<file path="config.mk">
export PLATFORM = sky130hd
export DESIGN_NAME = wb_result_stage
export DESIGN_NICKNAME = d
export VERILOG_FILES = /design/src/rtl/wb_result_stage.sv
export SDC_FILE = /design/constraint.sdc
export NUM_CORES = 1
export LEC_CHECK = 0
export BUFFER_PORTS_ARGS = -buffer_cell sky130_fd_sc_hd__buf_4
export CORE_MARGIN = 3
export CORE_UTILIZATION = 50
export CTS_BUF_LIST = sky130_fd_sc_hd__clkbuf_4
export DETAILED_ROUTE_END_ITERATION = 8
export GPL_TIMING_DRIVEN = 0
export HOLD_SLACK_MARGIN = 0.08
export PLACE_DENSITY = 0.94
export SLEW_MARGIN = 25
export SYNTH_ARGS = -nofsm -noshare
export SYNTH_HDL_FRONTEND = slang
export SYNTH_SLANG_ARGS = --single-unit
export TNS_END_PERCENT = 10
</file>
<file path="constraint.sdc">
create_clock -name clk -period 2.8 [get_ports clk]
set_input_delay 0.14 -clock clk [delete_from_list [all_inputs] [get_ports clk]]
set_output_delay 0.14 -clock clk [all_outputs]
set_load 0.01 [all_outputs]
</file>
<file path="src/rtl/wb_result_stage.sv">
`default_nettype none
// ============================================================================
// Module   : wb_result_stage
// Brief    : Registered MIPS W-stage result formatter with a 2-entry
//            (main + skid) output buffer and valid/ready handshakes.
//            The optional misalignment check is enabled by defining
//            WB_ALIGN_CHECK_EN.
// Revision : 1.0 - initial release
// ============================================================================
module wb_result_stage #(
    parameter int DATA_W  = 32,
    parameter int RADDR_W = 5,
    parameter int IMM_W   = 16,
    parameter int PC_INC  = 8
) (
    input  logic               clk,
    input  logic               reset,
    input  logic               flush,
    input  logic               in_valid,
    output logic               in_ready,
    input  logic [3:0]         in_sel,
    input  logic [RADDR_W-1:0] in_rd,
    input  logic [DATA_W-1:0]  in_alu,
    input  logic [DATA_W-1:0]  in_mem,
    input  logic [DATA_W-1:0]  in_pc,
    input  logic [IMM_W-1:0]   in_imm,
    input  logic [DATA_W-1:0]  in_hi,
    input  logic [DATA_W-1:0]  in_lo,
    input  logic [DATA_W-1:0]  in_cp0,
    output logic               out_valid,
    input  logic               out_ready,
    output logic               grf_we,
    output logic [RADDR_W-1:0] grf_addr,
    output logic [DATA_W-1:0]  grf_wdata,
    output logic               exc_misalign
);

    localparam logic [3:0] SEL_ALU = 4'd0;
    localparam logic [3:0] SEL_MEM = 4'd1;
    localparam logic [3:0] SEL_PC  = 4'd2;
    localparam logic [3:0] SEL_LUI = 4'd3;
    localparam logic [3:0] SEL_HI  = 4'd4;
    localparam logic [3:0] SEL_LO  = 4'd5;
    localparam logic [3:0] SEL_LB  = 4'd6;
    localparam logic [3:0] SEL_LH  = 4'd7;
    localparam logic [3:0] SEL_LBU = 4'd8;
    localparam logic [3:0] SEL_CP0 = 4'd9;
    localparam logic [3:0] SEL_LHU = 4'd10;

    typedef struct packed {
        logic               v;
        logic               we;
        logic               mis;
        logic [RADDR_W-1:0] rd;
        logic [DATA_W-1:0]  data;
    } entry_t;

    entry_t main_q, main_d;
    entry_t skid_q, skid_d;
    entry_t w_new;

    logic [7:0]        w_byte;
    logic [15:0]       w_half;
    logic [DATA_W-1:0] w_data;
    logic              w_sel_ok;
    logic              w_mis;
    logic              w_acc;
    logic              w_pop;

    // Byte lane and halfword selection for sub-word loads
    always_comb begin
        w_byte = in_mem[{in_alu[1:0], 3'b000} +: 8];
        w_half = in_alu[1] ? in_mem[31:16] : in_mem[15:0];
    end

    always_comb begin
        w_data   = '0;
        w_sel_ok = 1'b1;
        case (in_sel)
            SEL_ALU: w_data = in_alu;
            SEL_MEM: w_data = in_mem;
            SEL_PC:  w_data = in_pc + DATA_W'(PC_INC);
            SEL_LUI: w_data = {in_imm, {(DATA_W-IMM_W){1'b0}}};
            SEL_HI:  w_data = in_hi;
            SEL_LO:  w_data = in_lo;
            SEL_LB:  w_data = {{(DATA_W-8){w_byte[7]}}, w_byte};
            SEL_LH:  w_data = {{(DATA_W-16){w_half[15]}}, w_half};
            SEL_LBU: w_data = {{(DATA_W-8){1'b0}}, w_byte};
            SEL_CP0: w_data = in_cp0;
            SEL_LHU: w_data = {{(DATA_W-16){1'b0}}, w_half};
            default: begin
                w_data   = '0;
                w_sel_ok = 1'b0;
            end
        endcase
    end

`ifdef WB_ALIGN_CHECK_EN
    always_comb begin
        w_mis = (((in_sel == SEL_LH) || (in_sel == SEL_LHU)) && in_alu[0])
              || ((in_sel == SEL_MEM) && (in_alu[1:0] != 2'b00));
    end
`else
    always_comb begin
        w_mis = 1'b0;
    end
`endif

    always_comb begin
        w_new.v    = 1'b1;
        w_new.we   = w_sel_ok & ~w_mis;
        w_new.mis  = w_mis;
        w_new.rd   = in_rd;
        w_new.data = w_data;
    end

    assign in_ready = ~skid_q.v;
    assign w_acc    = in_valid & in_ready & ~flush;
    assign w_pop    = main_q.v & out_ready;

    // Skid is only ever filled while main is held, so main is never empty
    // while skid is valid; this keeps the pop/accept cases disjoint.
    always_comb begin
        main_d = main_q;
        skid_d = skid_q;
        if (flush) begin
            main_d.v = 1'b0;
            skid_d.v = 1'b0;
        end else if (w_pop) begin
            if (skid_q.v) begin
                main_d   = skid_q;
                skid_d.v = 1'b0;
            end else if (w_acc) begin
                main_d = w_new;
            end else begin
                main_d.v = 1'b0;
            end
        end else if (w_acc) begin
            if (!main_q.v) begin
                main_d = w_new;
            end else begin
                skid_d = w_new;
            end
        end
    end

    always_ff @(posedge clk or posedge reset) begin
        if (reset) begin
            main_q <= '0;
            skid_q <= '0;
        end else begin
            main_q <= main_d;
            skid_q <= skid_d;
        end
    end

    assign out_valid    = main_q.v;
    assign grf_we       = main_q.v & out_ready & main_q.we & (main_q.rd != '0);
    assign grf_addr     = main_q.rd;
    assign grf_wdata    = main_q.data;
    assign exc_misalign = main_q.v & main_q.mis;

endmodule
`default_nettype wire

</file>
==> flow_summary.yaml <==
sta:
  drv_slew: 0
  setup_violations: 0
  finalCritPeriodShare: 0.875
  setup_tns_ns: 0
  rsz0062_at_grt: "false"
  slew_headroom: 0.381
  clock.fmax_mhz: 408
  post-route-min-period_ns: 2.45
  setup_slack_ns: 0.349
  fin_skew_ns: 0.0106
  finalHoldViolCount: 0
  worst_pin_slew_ns: 0.917
yosys:
  synth-edff-count: 0
  synth-seq-area-share: 0.311
  ys_ff_latch: 78
  yosys.area.top_type: "dfrtp_1"
  yosysUniqueCellTypes: 66
  yosys.area_share.xor_xnor: 0.0307
  synthAdderAreaFrac: 0.00199
  synth_top_cell_area_share: 0.311
  mappedNetlistNets: 970
  yosys.area_share.simple: 0.199
  synth_top_family_by_area: "compound AO/OA/AOI/OAI gates"
  synth_warnings: 0
  synth_cells: 747
  avgSynthCellArea_um2: 8.40
  syn_area_um2: 6270
  muxShareOfSynthArea: 0.113
  synth_ff_type: "dfrtp_1"
  synth_compound_gate_area_share: 0.256
  netlist_top_cells_area: "dfrtp_1 31%, mux2_2 4.8%, buf_4 4.5%"
  ys_async_sr_fraction: 1.00
layout:
  layout-drive-gt1-share: 0.368
  antenna_cells: 0
  nets: 1248
  final_common_cell: "buf_4"
  utilization: 0.709
  final_cell_mix: "295 x buf_4, 78 x dfrtp_1, 70 x nand2_1, 68 x nor2_1, 50 x a21oi_1"
  n_fill_cell: 991
  area_growth_syn_to_layout_pct: 37.5
clock_tree:
  post_cts_resized: 0
  cts_tree: "built"
  cts_buffers: 9
  root_buffer: "clkbuf_4"
  ctsHoldBuffers: 9
  cts_setup_buffers: 0
  worstSkewPairLatency_ns: 0.40
  cts.sinks: 78
  clockBufferDepth: 2
  htreeDepth: 3
  clkSlewWorstSetupHoldPaths_ns: 0.11
grt:
  antenna_found_initial: 0
  grt_pass1_wl_um: 40300
  grt_use_total: 0.368
  grt_start_max_net_pins: 41
  gr-total-overflow: 0
  grt_pass1_vias: 7447
run_status:
  violations: "DRC"
  status: "finished, violations left"
setup_path:
  reg2reg_from: "out_valid$_DFFE_PP0P_"
  crit_arrival_ns: 2.72
  critical_path.max_fanout: 10
  r2r_slack_ns: 0.35
  crit_path_start: "out_valid$_DFFE_PP0P_"
  end_kind: "flip-flop"
  critPathRequiredTime_ns: 3.07
  cp-start-kind: "flip-flop"
  worstSetupPathType: "reg -> reg"
routing:
  vias: 7537
  via_per_inst: 6.30
  drtIter0Drc: 760
  wl_per_cell_um: 22.3
  drc: 3
  drt_pass1_iterations: 9
  antenna_left: 0
  wirelength_um: 26600
placed_design:
  portBuffers: 257
  pre_cts_ws_ns: 0.0787
  routabilityCongestion: 1.02
  post-dp-hpwl_um: 21900
power:
  cellPowerDensity_nw_per_um2: 419
  p_leak_nw: 3.90
  vdd_ir_drop_max_mv: 0.188
min_path:
  min-delay-start: "in_pc[25]"
  hold_path_class: "in -> reg"
flow_run:
  maxCapViolations: 0
floorplan:
  die-width_um: 118
  die_h_um: 118
  core_area_um2: 12200
  fp-row-count: 40
  start_util: 0.516
  ioPinCount: 263
  die_area_um2: 13900
==> layout make-up <==
type	count	area, um2	share of cell area
plain buffers	94	520	0.0603
clock buffers	11	82.6	0.00957
clock inverters	3	13.8	0.00160
inverters	6	25.0	0.00290
multi-input cells	569	3780	0.439
flip-flops and latches	78	1950	0.226
well taps	168	210	0.0244
repair buffers	267	2040	0.236
==> flip-flops by register name, indices dropped and copies added (netlist names) <==
| signal | flops |
|---|---|
| grf_addr | 5 |
| grf_wdata | 32 |
| skid_q | 39 |
| main_q | 1 |
| out_valid | 1 |
==> routing by layer <==
| layer | wire, um | vias to the layer above | track usage |
|---|---|---|---|
| li1 | - | 3346 | - |
| met1 | 9290 | 3519 | 0.433 |
| met2 | 13100 | 560 | 0.645 |
| met3 | 2750 | 112 | 0.0697 |
| met4 | 1470 | 0 | 0.175 |
| met5 | 0 | - | 0 |
==> cell usage after synthesis (8+ instances only) <==
| library cell | instances |
|---|---|
| dfrtp_1 | 78 |
| nand2_1 | 70 |
| nor2_1 | 68 |
| a21oi_1 | 50 |
| o21ai_0 | 49 |
| buf_4 | 38 |
| clkbuf_1 | 36 |
| a22oi_1 | 32 |
| nand3_1 | 28 |
| mux2_2 | 27 |
| mux2i_1 | 25 |
| buf_2 | 17 |
| xor2_1 | 15 |
| o211ai_1 | 14 |
| nor3_1 | 12 |
| a221oi_1 | 11 |
| and3_1 | 10 |
| a22o_1 | 9 |
| or3_1 | 8 |
==> report_power, final <==
group	internal, mW	switching [mW]	total (mW)	leakage (nW)
clock network	0.188	0.342	0.530	0.0600
registers	1.40	0.163	1.57	0.963
logic	0.813	0.703	1.52	2.88
total	2.40	1.21	3.61	3.90
==> worst max-delay path, cell delays in order (launching register included) <==
cell	delay (ns)
dfrtp_1	0.36
clkbuf_1	0.27
nor4b_2	0.62
clkbuf_1	0.51
clkbuf_1	0.43
a31oi_1	0.13
==> path summary, 6_finish.rpt <==
| path | end | depth (start not counted) |
|---|---|---|
| setup reg to reg | skid_q[11]$_DFFE_PP0P_ | 5 |
| hold reg to reg | grf_wdata[23]$_DFFE_PP0P_ | 2 |
| min in group asynchronous | grf_addr[0]$_DFFE_PP0P_ | 3 |
| hold / removal | skid_q[25]$_DFFE_PP0P_ | 4 |
| max in group asynchronous | skid_q[6]$_DFFE_PP0P_ | 4 |
| setup / recovery | skid_q[11]$_DFFE_PP0P_ | 5 |
==> cell families (layout without fill, tap and decap cells) <==
| logic type | count (synthesis) | after routing |
|---|---|---|
| fa+ha+maj | 1 | 1 |
| other cells | 1 | 1 |
| compound gates | 236 | 236 |
| mux | 59 | 59 |
| flops | 78 | 78 |
| buf+inv | 100 | 381 |
| simple gates | 250 | 250 |
| xor+xnor | 22 | 22 |
==> stage by stage <==
step / power, mW / cell area, um2 / hold slack (ns) / instances
5_1_grt: 3.80 / 8630 / 0.103 / 1196
4_1_cts: 3.59 / 8620 / 0.0920 / 1196
2_1_floorplan: 2.35 / 6270 / 0.203 / 747
3_3_place_gp: 3.00 / 8410 / 0.332 / 1172
6_report: 3.61 / 8630 / 0.112 / 1196
3_5_place_dp: 3.06 / 8440 / 0.208 / 1173
Power figures use the tool's default switching activity.
